### config.mk
export PLATFORM = sky130hd
export DESIGN_NAME = mcpu_ctrl_fsm
export DESIGN_NICKNAME = d
export VERILOG_FILES = /design/src/rtl/mcpu_ctrl_fsm.sv
export SDC_FILE = /design/constraint.sdc
export NUM_CORES = 1
export LEC_CHECK = 0
export CORE_MARGIN = 10
export CORE_UTILIZATION = 40
export DETAILED_ROUTE_END_ITERATION = 8
export PLACE_DENSITY = 0.78
export SLEW_MARGIN = 20
export SYNTH_ARGS = -nofsm -noshare
export SYNTH_HDL_FRONTEND = slang
export SYNTH_SLANG_ARGS = --single-unit
### constraint.sdc
create_clock -name clk -period 3.8 [get_ports clk]
set_input_delay 0.57 -clock clk [delete_from_list [all_inputs] [get_ports clk]]
set_output_delay 0.57 -clock clk [all_outputs]
set_load 0.03 [all_outputs]
### src/rtl/mcpu_ctrl_fsm.sv
// Multi-cycle control sequencer for the MCPU datapath: one state per cycle,
// decoding IR opcode/funct into write enables, mux selects and ALU commands.
module mcpu_ctrl_fsm #(
  parameter logic [2:0] ALU_ADD = 3'd0,
  parameter logic [2:0] ALU_SUB = 3'd1,
  parameter logic [2:0] ALU_XOR = 3'd2,
  parameter logic [2:0] ALU_SLT = 3'd3
) (
  input  logic       clk,
  input  logic       reset,
  input  logic       run,
  input  logic [5:0] opcode,
  input  logic [5:0] funct,
  input  logic       zero,
  output logic       pc_we,
  output logic       ir_we,
  output logic       a_we,
  output logic       b_we,
  output logic       mem_we,
  output logic       reg_we,
  output logic       memin,
  output logic       regin,
  output logic       dst,
  output logic       jal,
  output logic [1:0] alusrca,
  output logic [1:0] alusrcb,
  output logic [2:0] aluop,
  output logic [1:0] pcsrc,
  output logic [3:0] state,
  output logic       instr_done,
  output logic       illegal
);

  typedef enum logic [3:0] {
    S_FETCH  = 4'd0,
    S_DECODE = 4'd1,
    S_MADDR  = 4'd2,
    S_MRD    = 4'd3,
    S_MWB    = 4'd4,
    S_MWR    = 4'd5,
    S_REXEC  = 4'd6,
    S_RWB    = 4'd7,
    S_IEXEC  = 4'd8,
    S_IWB    = 4'd9,
    S_BRANCH = 4'd10,
    S_JUMP   = 4'd11,
    S_JAL    = 4'd12,
    S_JALWB  = 4'd13,
    S_JR     = 4'd14
  } state_t;

  localparam logic [5:0] OP_RTYPE = 6'h00;
  localparam logic [5:0] OP_J     = 6'h02;
  localparam logic [5:0] OP_JAL   = 6'h03;
  localparam logic [5:0] OP_BEQ   = 6'h04;
  localparam logic [5:0] OP_BNE   = 6'h05;
  localparam logic [5:0] OP_ADDI  = 6'h08;
  localparam logic [5:0] OP_XORI  = 6'h0E;
  localparam logic [5:0] OP_LW    = 6'h23;
  localparam logic [5:0] OP_SW    = 6'h2B;

  localparam logic [5:0] FN_JR  = 6'h08;
  localparam logic [5:0] FN_ADD = 6'h20;
  localparam logic [5:0] FN_SUB = 6'h22;
  localparam logic [5:0] FN_SLT = 6'h2A;

  state_t state_q, state_d;

  logic       pc_we_c, ir_we_c, a_we_c, b_we_c, mem_we_c, reg_we_c;
  logic       memin_c, regin_c, dst_c, jal_c, done_c, illegal_c;
  logic [1:0] alusrca_c, alusrcb_c, pcsrc_c;
  logic [2:0] aluop_c;

  always_ff @(posedge clk or negedge reset) begin
    if (!reset) state_q <= S_FETCH;
    else        state_q <= state_d;
  end

  always_comb begin
    state_d   = S_FETCH;
    pc_we_c   = 1'b0;
    ir_we_c   = 1'b0;
    a_we_c    = 1'b0;
    b_we_c    = 1'b0;
    mem_we_c  = 1'b0;
    reg_we_c  = 1'b0;
    memin_c   = 1'b0;
    regin_c   = 1'b0;
    dst_c     = 1'b0;
    jal_c     = 1'b0;
    done_c    = 1'b0;
    illegal_c = 1'b0;
    alusrca_c = 2'd0;
    alusrcb_c = 2'd0;
    pcsrc_c   = 2'd0;
    aluop_c   = ALU_ADD;

    case (state_q)
      S_FETCH: begin
        if (run) begin
          ir_we_c   = 1'b1;
          pc_we_c   = 1'b1;
          alusrcb_c = 2'd3;
          pcsrc_c   = 2'd2;
          state_d   = S_DECODE;
        end
      end
      S_DECODE: begin
        // ALU computes the branch target here so BRANCH can use pcsrc=3
        a_we_c = 1'b1;
        b_we_c = 1'b1;
        case (opcode)
          OP_LW, OP_SW:     state_d = S_MADDR;
          OP_ADDI, OP_XORI: state_d = S_IEXEC;
          OP_BEQ, OP_BNE:   state_d = S_BRANCH;
          OP_J:             state_d = S_JUMP;
          OP_JAL:           state_d = S_JAL;
          OP_RTYPE: begin
            if (funct == FN_ADD || funct == FN_SUB || funct == FN_SLT) begin
              state_d = S_REXEC;
            end else if (funct == FN_JR) begin
              state_d = S_JR;
            end else begin
              illegal_c = 1'b1;
              done_c    = 1'b1;
            end
          end
          default: begin
            illegal_c = 1'b1;
            done_c    = 1'b1;
          end
        endcase
      end
      S_MADDR: begin
        alusrca_c = 2'd1;
        alusrcb_c = 2'd1;
        state_d   = (opcode == OP_LW) ? S_MRD : S_MWR;
      end
      S_MRD: begin
        memin_c = 1'b1;
        state_d = S_MWB;
      end
      S_MWB: begin
        reg_we_c = 1'b1;
        dst_c    = 1'b1;
        done_c   = 1'b1;
      end
      S_MWR: begin
        memin_c  = 1'b1;
        mem_we_c = 1'b1;
        done_c   = 1'b1;
      end
      S_REXEC: begin
        alusrca_c = 2'd1;
        alusrcb_c = 2'd2;
        case (funct)
          FN_SUB:  aluop_c = ALU_SUB;
          FN_SLT:  aluop_c = ALU_SLT;
          default: aluop_c = ALU_ADD;
        endcase
        state_d = S_RWB;
      end
      S_RWB: begin
        reg_we_c = 1'b1;
        regin_c  = 1'b1;
        done_c   = 1'b1;
      end
      S_IEXEC: begin
        alusrca_c = 2'd1;
        alusrcb_c = 2'd1;
        aluop_c   = (opcode == OP_XORI) ? ALU_XOR : ALU_ADD;
        state_d   = S_IWB;
      end
      S_IWB: begin
        reg_we_c = 1'b1;
        regin_c  = 1'b1;
        dst_c    = 1'b1;
        done_c   = 1'b1;
      end
      S_BRANCH: begin
        // the only Mealy output: taken decision comes straight from the ALU flag
        alusrca_c = 2'd1;
        alusrcb_c = 2'd2;
        aluop_c   = ALU_SUB;
        pcsrc_c   = 2'd3;
        pc_we_c   = (opcode == OP_BNE) ? ~zero : zero;
        done_c    = 1'b1;
      end
      S_JUMP: begin
        pcsrc_c = 2'd1;
        pc_we_c = 1'b1;
        done_c  = 1'b1;
      end
      S_JAL: begin
        // PC already holds addr+4, so PC+4 here is the addr+8 link value
        alusrcb_c = 2'd3;
        pcsrc_c   = 2'd1;
        pc_we_c   = 1'b1;
        state_d   = S_JALWB;
      end
      S_JALWB: begin
        reg_we_c = 1'b1;
        regin_c  = 1'b1;
        jal_c    = 1'b1;
        done_c   = 1'b1;
      end
      S_JR: begin
        alusrca_c = 2'd1;
        alusrcb_c = 2'd2;
        pcsrc_c   = 2'd2;
        pc_we_c   = 1'b1;
        done_c    = 1'b1;
      end
      default: illegal_c = 1'b1;
    endcase
  end

  // Asynchronous reset must silence every control immediately, not at the next edge
  always_comb begin
    pc_we      = reset & pc_we_c;
    ir_we      = reset & ir_we_c;
    a_we       = reset & a_we_c;
    b_we       = reset & b_we_c;
    mem_we     = reset & mem_we_c;
    reg_we     = reset & reg_we_c;
    memin      = reset & memin_c;
    regin      = reset & regin_c;
    dst        = reset & dst_c;
    jal        = reset & jal_c;
    instr_done = reset & done_c;
    illegal    = reset & illegal_c;
    alusrca    = reset ? alusrca_c : 2'd0;
    alusrcb    = reset ? alusrcb_c : 2'd0;
    aluop      = reset ? aluop_c   : 3'd0;
    pcsrc      = reset ? pcsrc_c   : 2'd0;
    state      = reset ? state_q   : 4'd0;
  end

endmodule

Word-level counts from Yosys, hierarchy flattened. Index checks and enable logic that the tools add are counted.

Output and inout port bits: 25. Input bits: 16. Logic and storage cells: 93. Bits in writable memories: 0. Memory bits (read-only): 0. Latch bits: 0. Memories: 0. Bits in registers: 4.

Muxes and demuxes: 35. Equal/unequal tests: 26. $add $sub $neg: 0. Reductions and logical operators: 19. Bitwise gates (word level): 12. $lt $le $gt $ge: 0. Shifts and indexed selects: 0. Multipliers: 0. Divide/modulo/power cells: 0.

Operator list (count): $eq A6 B6 Y1 const B (5); $eq A4 B4 Y1 const B (7); $pmux W4 S7 (1); $pmux W4 S6 (1); $eq A6 B4 Y1 const B (3); $eq A4 B3 Y1 const B (4); $pmux W2 S4 (2); $reduce_or A8 Y1 (2); $mux W1 (14); $reduce_or A14 Y1 (1); $reduce_or A2 Y1 (7); $eq A6 B2 Y1 const B (2); $eq A6 B3 Y1 const B (2); $mux W2 (6); $mux W4 (3); $and A1 B1 Y1 (11); $reduce_or A3 Y1 (3); $eq A4 B2 Y1 const B (2); $logic_not A6 Y1 (1); $mux W3 (2); $pmux W1 S2 (3); $pmux W2 S3 (1); $reduce_or A5 Y1 (1); $eq A4 B1 Y1 const B (1); 6 further kinds (7).

Longest topological paths before layout.
Depth in word-level cells: 7. Mapped depth: 6. Mapped depth without buffers: 4.

Worst setup path before layout. OpenSTA, ideal clock, no wires.

Path type: input port to output port. From: input port funct[0]. To: output port aluop[1]. Arrival time: 2108 ps. Cell stages on the path: 4. Data required time: 3230 ps. Setup slack: 1122 ps. Buffers on the path: 0. Cell sequence: or3_4 > nor4b_4 > o2bb2a_4 > nor3_1.

Cells in the longest elaborated chain, start to end: 4. Elaborated cells on any way between the ends: 5. Classes of those cells: 2 x eq/ne; 3 x mux.

RTL lines: start, declared (line 13) `input logic [5:0] funct,`; $eq A6 B6 Y1 (line 156) `case (funct)`; $pmux W2 S2 * (line 156); $pmux W2 S3 * (line 98) `case (state_q)`; $mux W3 * (line 234) `aluop = reset ? aluop_c : 3'd0;`; end, declared (line 27) `output logic [2:0] aluop,`.

Every way passes the cells marked *; elsewhere a longest branch is shown, timed or not.

Worst setup path in the final report.
From: input port opcode[2]. To: output port illegal.

Cells in the longest elaborated chain, start to end: 5. Elaborated cells on any way between the ends: 13. Classes of those cells: 8 x eq/ne; 2 x mux; 1 x bitwise; 2 x reduce/logical.

RTL lines: start, declared (line 12) `input logic [5:0] opcode,`; $eq A6 B6 Y1, or another cell as far along (line 112) `case (opcode)`; $reduce_or A8 Y1 (no line); $pmux W1 S2 * (line 112); $pmux W1 S2 * (line 98); $and A1 B1 Y1 * (line 231) `illegal = reset & illegal_c;`; end, declared (line 31) `output logic illegal`.

Marks and branches as above.

==> summary.txt <==
Logic synthesis
  – Cell taking the most area after synthesis: dfrtp_1
  – Number of synthesized register bits: 4
  – Ys async rst share: 100%
  – Seq/Total Area, Yosys: 10.5%
  – Yosys top cell area share: 10.5%
  – Synth cell types: 49
  – Avg Inst Size Synth: 7.64 sq um
  – Top FF cell, synth: dfrtp_1
  – Synth Instances: 125
  – Top cells by area, synth: dfrtp_1, buf_6, buf_4
  – Post-Syn Area: 955 sq um
  – EDFF count, synth: 0
  – YS warnings: 0

Critical path
  – Critical Path RT: 3.23 ns
  – Crit. End Element: primary output
  – Critical path launch point type: input port
  – Setup CP Type: input port to primary output
  – Worst path arrival time: 2.74 ns
  – CP max FO: 10

CTS
  – CTS tree: yes
  – Root Driver: clkbuf_4
  – Postcts setup bufs: 0
  – H-tree level count: 1
  – # hold bufs at CTS: 0
  – Reg clk slew, reported paths: 0.04 ns
  – Sink Count: 4
  – Resized Gates After CTS: 0
  – Maximum clock path buffer count: 2
  – Clock Latency Late Sink: 0.23 ns
  – Cts bufs inserted: 3

Placement
  – RePlAce Congestion: 0.933
  – PortBufs: 38
  – Dpl hpwl: 2250 um
  – Inst Count DP: 179
  – Post-DP Area: 0.00126 sq mm

Layout
  – Most frequent cells in the layout: clkdlybuf4s50_1, nor2_1, o21ai_0, nand2_1
  – Fin util: 57.3%
  – Most common cell after layout, fill and taps aside: clkdlybuf4s50_1
  – Finished Layout Cells: 182
  – Max reg flops: 4
  – Top Registers: state_q x4
  – Ant diodes: 0
  – Largest register by flop count: state_q
  – Fin nets: 172
  – FILL cells: 220
  – Finished Cell Area: 0.00128 sq mm
  – Layout cells sized above 1: 9.74%
  – Area delta synth->final: 34.1%

Floorplanning
  – Row count: 17
  – Die W: 68.9 um
  – Initial Utilization: 42.7%
  – Core area: 0.00223 sq mm
  – Die Ht: 68.9 um
  – Boundary Pins: 41
  – DIE AREA: 0.00474 sq mm

Routing
  – Final wirelength: 2740 um
  – Vias per cell: 5.70
  – TritonRoute pass-1 iters: 4
  – Vias: 1038
  – Routed len/inst: 15.0 um
  – Post-route ant nets: 0
  – # DRC: 0
  – Iteration-0 DRC count of the detailed router: 48

GRT
  – Largest net degree at the start of global routing: 20
  – Total grt overflow: 0
  – Initial antenna violation count: 0
  – Vias in the first global route: 1003
  – First-pass GRT wire length: 4420 um
  – Tot GR Track Use: 11.4%

Timing
  – Slew margin rel.: 60.0%
  – Max Slew Vio Count: 0
  – Clock Skew: 0.00341 ns
  – # setup viols final: 0
  – RSZ-0062 raised after global routing: false
  – Fmax: 302 MHz
  – Final setup TNS: 0 ns
  – Slew @ Worst Pin: 0.600 ns
  – Final hold vios: 0
  – Post-route clock period utilization: 87.1%
  – Minimum clock period: 3.31 ns

Power and ir drop
  – P_leak: 0.000453 uW
  – VDD IR max: 0.141 mV
  – P per Cell Area: 154 mW/mm^2
  – Final Total Pwr: 198 uW

Flow run
  – Max_cap viols: 0

Worst hold path
  – Hold Crit Class: input port to async pin

Run status
  – Outcome: completed
## power by group
group	total (uW)	internal (uW)	leakage, uW	switching, uW
Sequential	48.0	44.1	0.0000543	3.98
Clock	50.8	35.2	0.0000138	15.6
Combinational	98.9	44.3	0.000385	54.6
## Yosys cell counts (all sizes together), types with 2 or more instances
master	count
and2	5
a21oi	5
nor2b	5
buf	13
nand2b	3
dfrtp	4
mux2i	4
inv	5
nand3	5
o211ai	3
nor4b	3
or4b	2
or2	2
a22oi	2
and3	2
nand2	7
and4	2
o21ai	11
xnor2	4
nor3	5
nor2	10
## worst paths after layout
check / slack (ns) / cells after the start / start / endpoint
hold reg to reg: 0.73 / 2 / state_q[0] / state_q[2]
setup reg to reg: 2.08 / 3 / state_q[1] / state_q[0]
hold / removal: 0.62 / 1 / reset / state_q[3]
max in group asynchronous: 2.91 / 1 / reset / state_q[2]
min in group clk: 0.73 / 2 / state_q[0] / state_q[2]
setup / recovery: 0.49 / 6 / opcode[2] / illegal
## worst max-delay path, cell delays in order
cell             delay (ns)
clkdlybuf4s50_1        0.57
or2_4                  0.34
nor4b_4                0.34
and2_1                 0.20
o22ai_1                0.10
clkdlybuf4s50_1        0.61
## cell type report
cell class,count,area (sq um),area share [%]
inverter,5,18.8,1.47
multi-input combinational,103,716,55.9
tap,28,35.0,2.74
sequential,4,100,7.82
timing repair buffer,39,388,30.3
clock buffer,3,22.5,1.76
## per-layer routing
layer	up-vias	global-route usage [%]	routed length, um
met5	-	0	0
met4	0	4.93	46
met3	6	2.09	284
met2	48	19.5	1270
met1	468	13.4	1140
li1	516	-	-
## stage by stage
stage               hold slack, ns  setup WS [ns]
floorplan                    0.274           1.12
global placement             0.723          0.503
detailed placement           0.732          0.474
CTS                          0.626          0.473
global route                 0.642          0.327
finish                       0.623          0.490
## logic make-up (layout without fill, tap and decap cells)
| group | count (synthesis) | in the layout | synth area share, % |
|---|---|---|---|
| muxes | 5 | 5 | 5.37 |
| other | 1 | 2 | 0.393 |
| DFF | 4 | 4 | 10.5 |
| AOI/OAI and AO/OA | 34 | 34 | 25.0 |
| and+or+nand+nor | 58 | 58 | 40.1 |
| buffers and inverters | 19 | 47 | 14.9 |
| xor gates and xnor gates | 4 | 4 | 3.67 |
(Power assumes the default switching activity.)
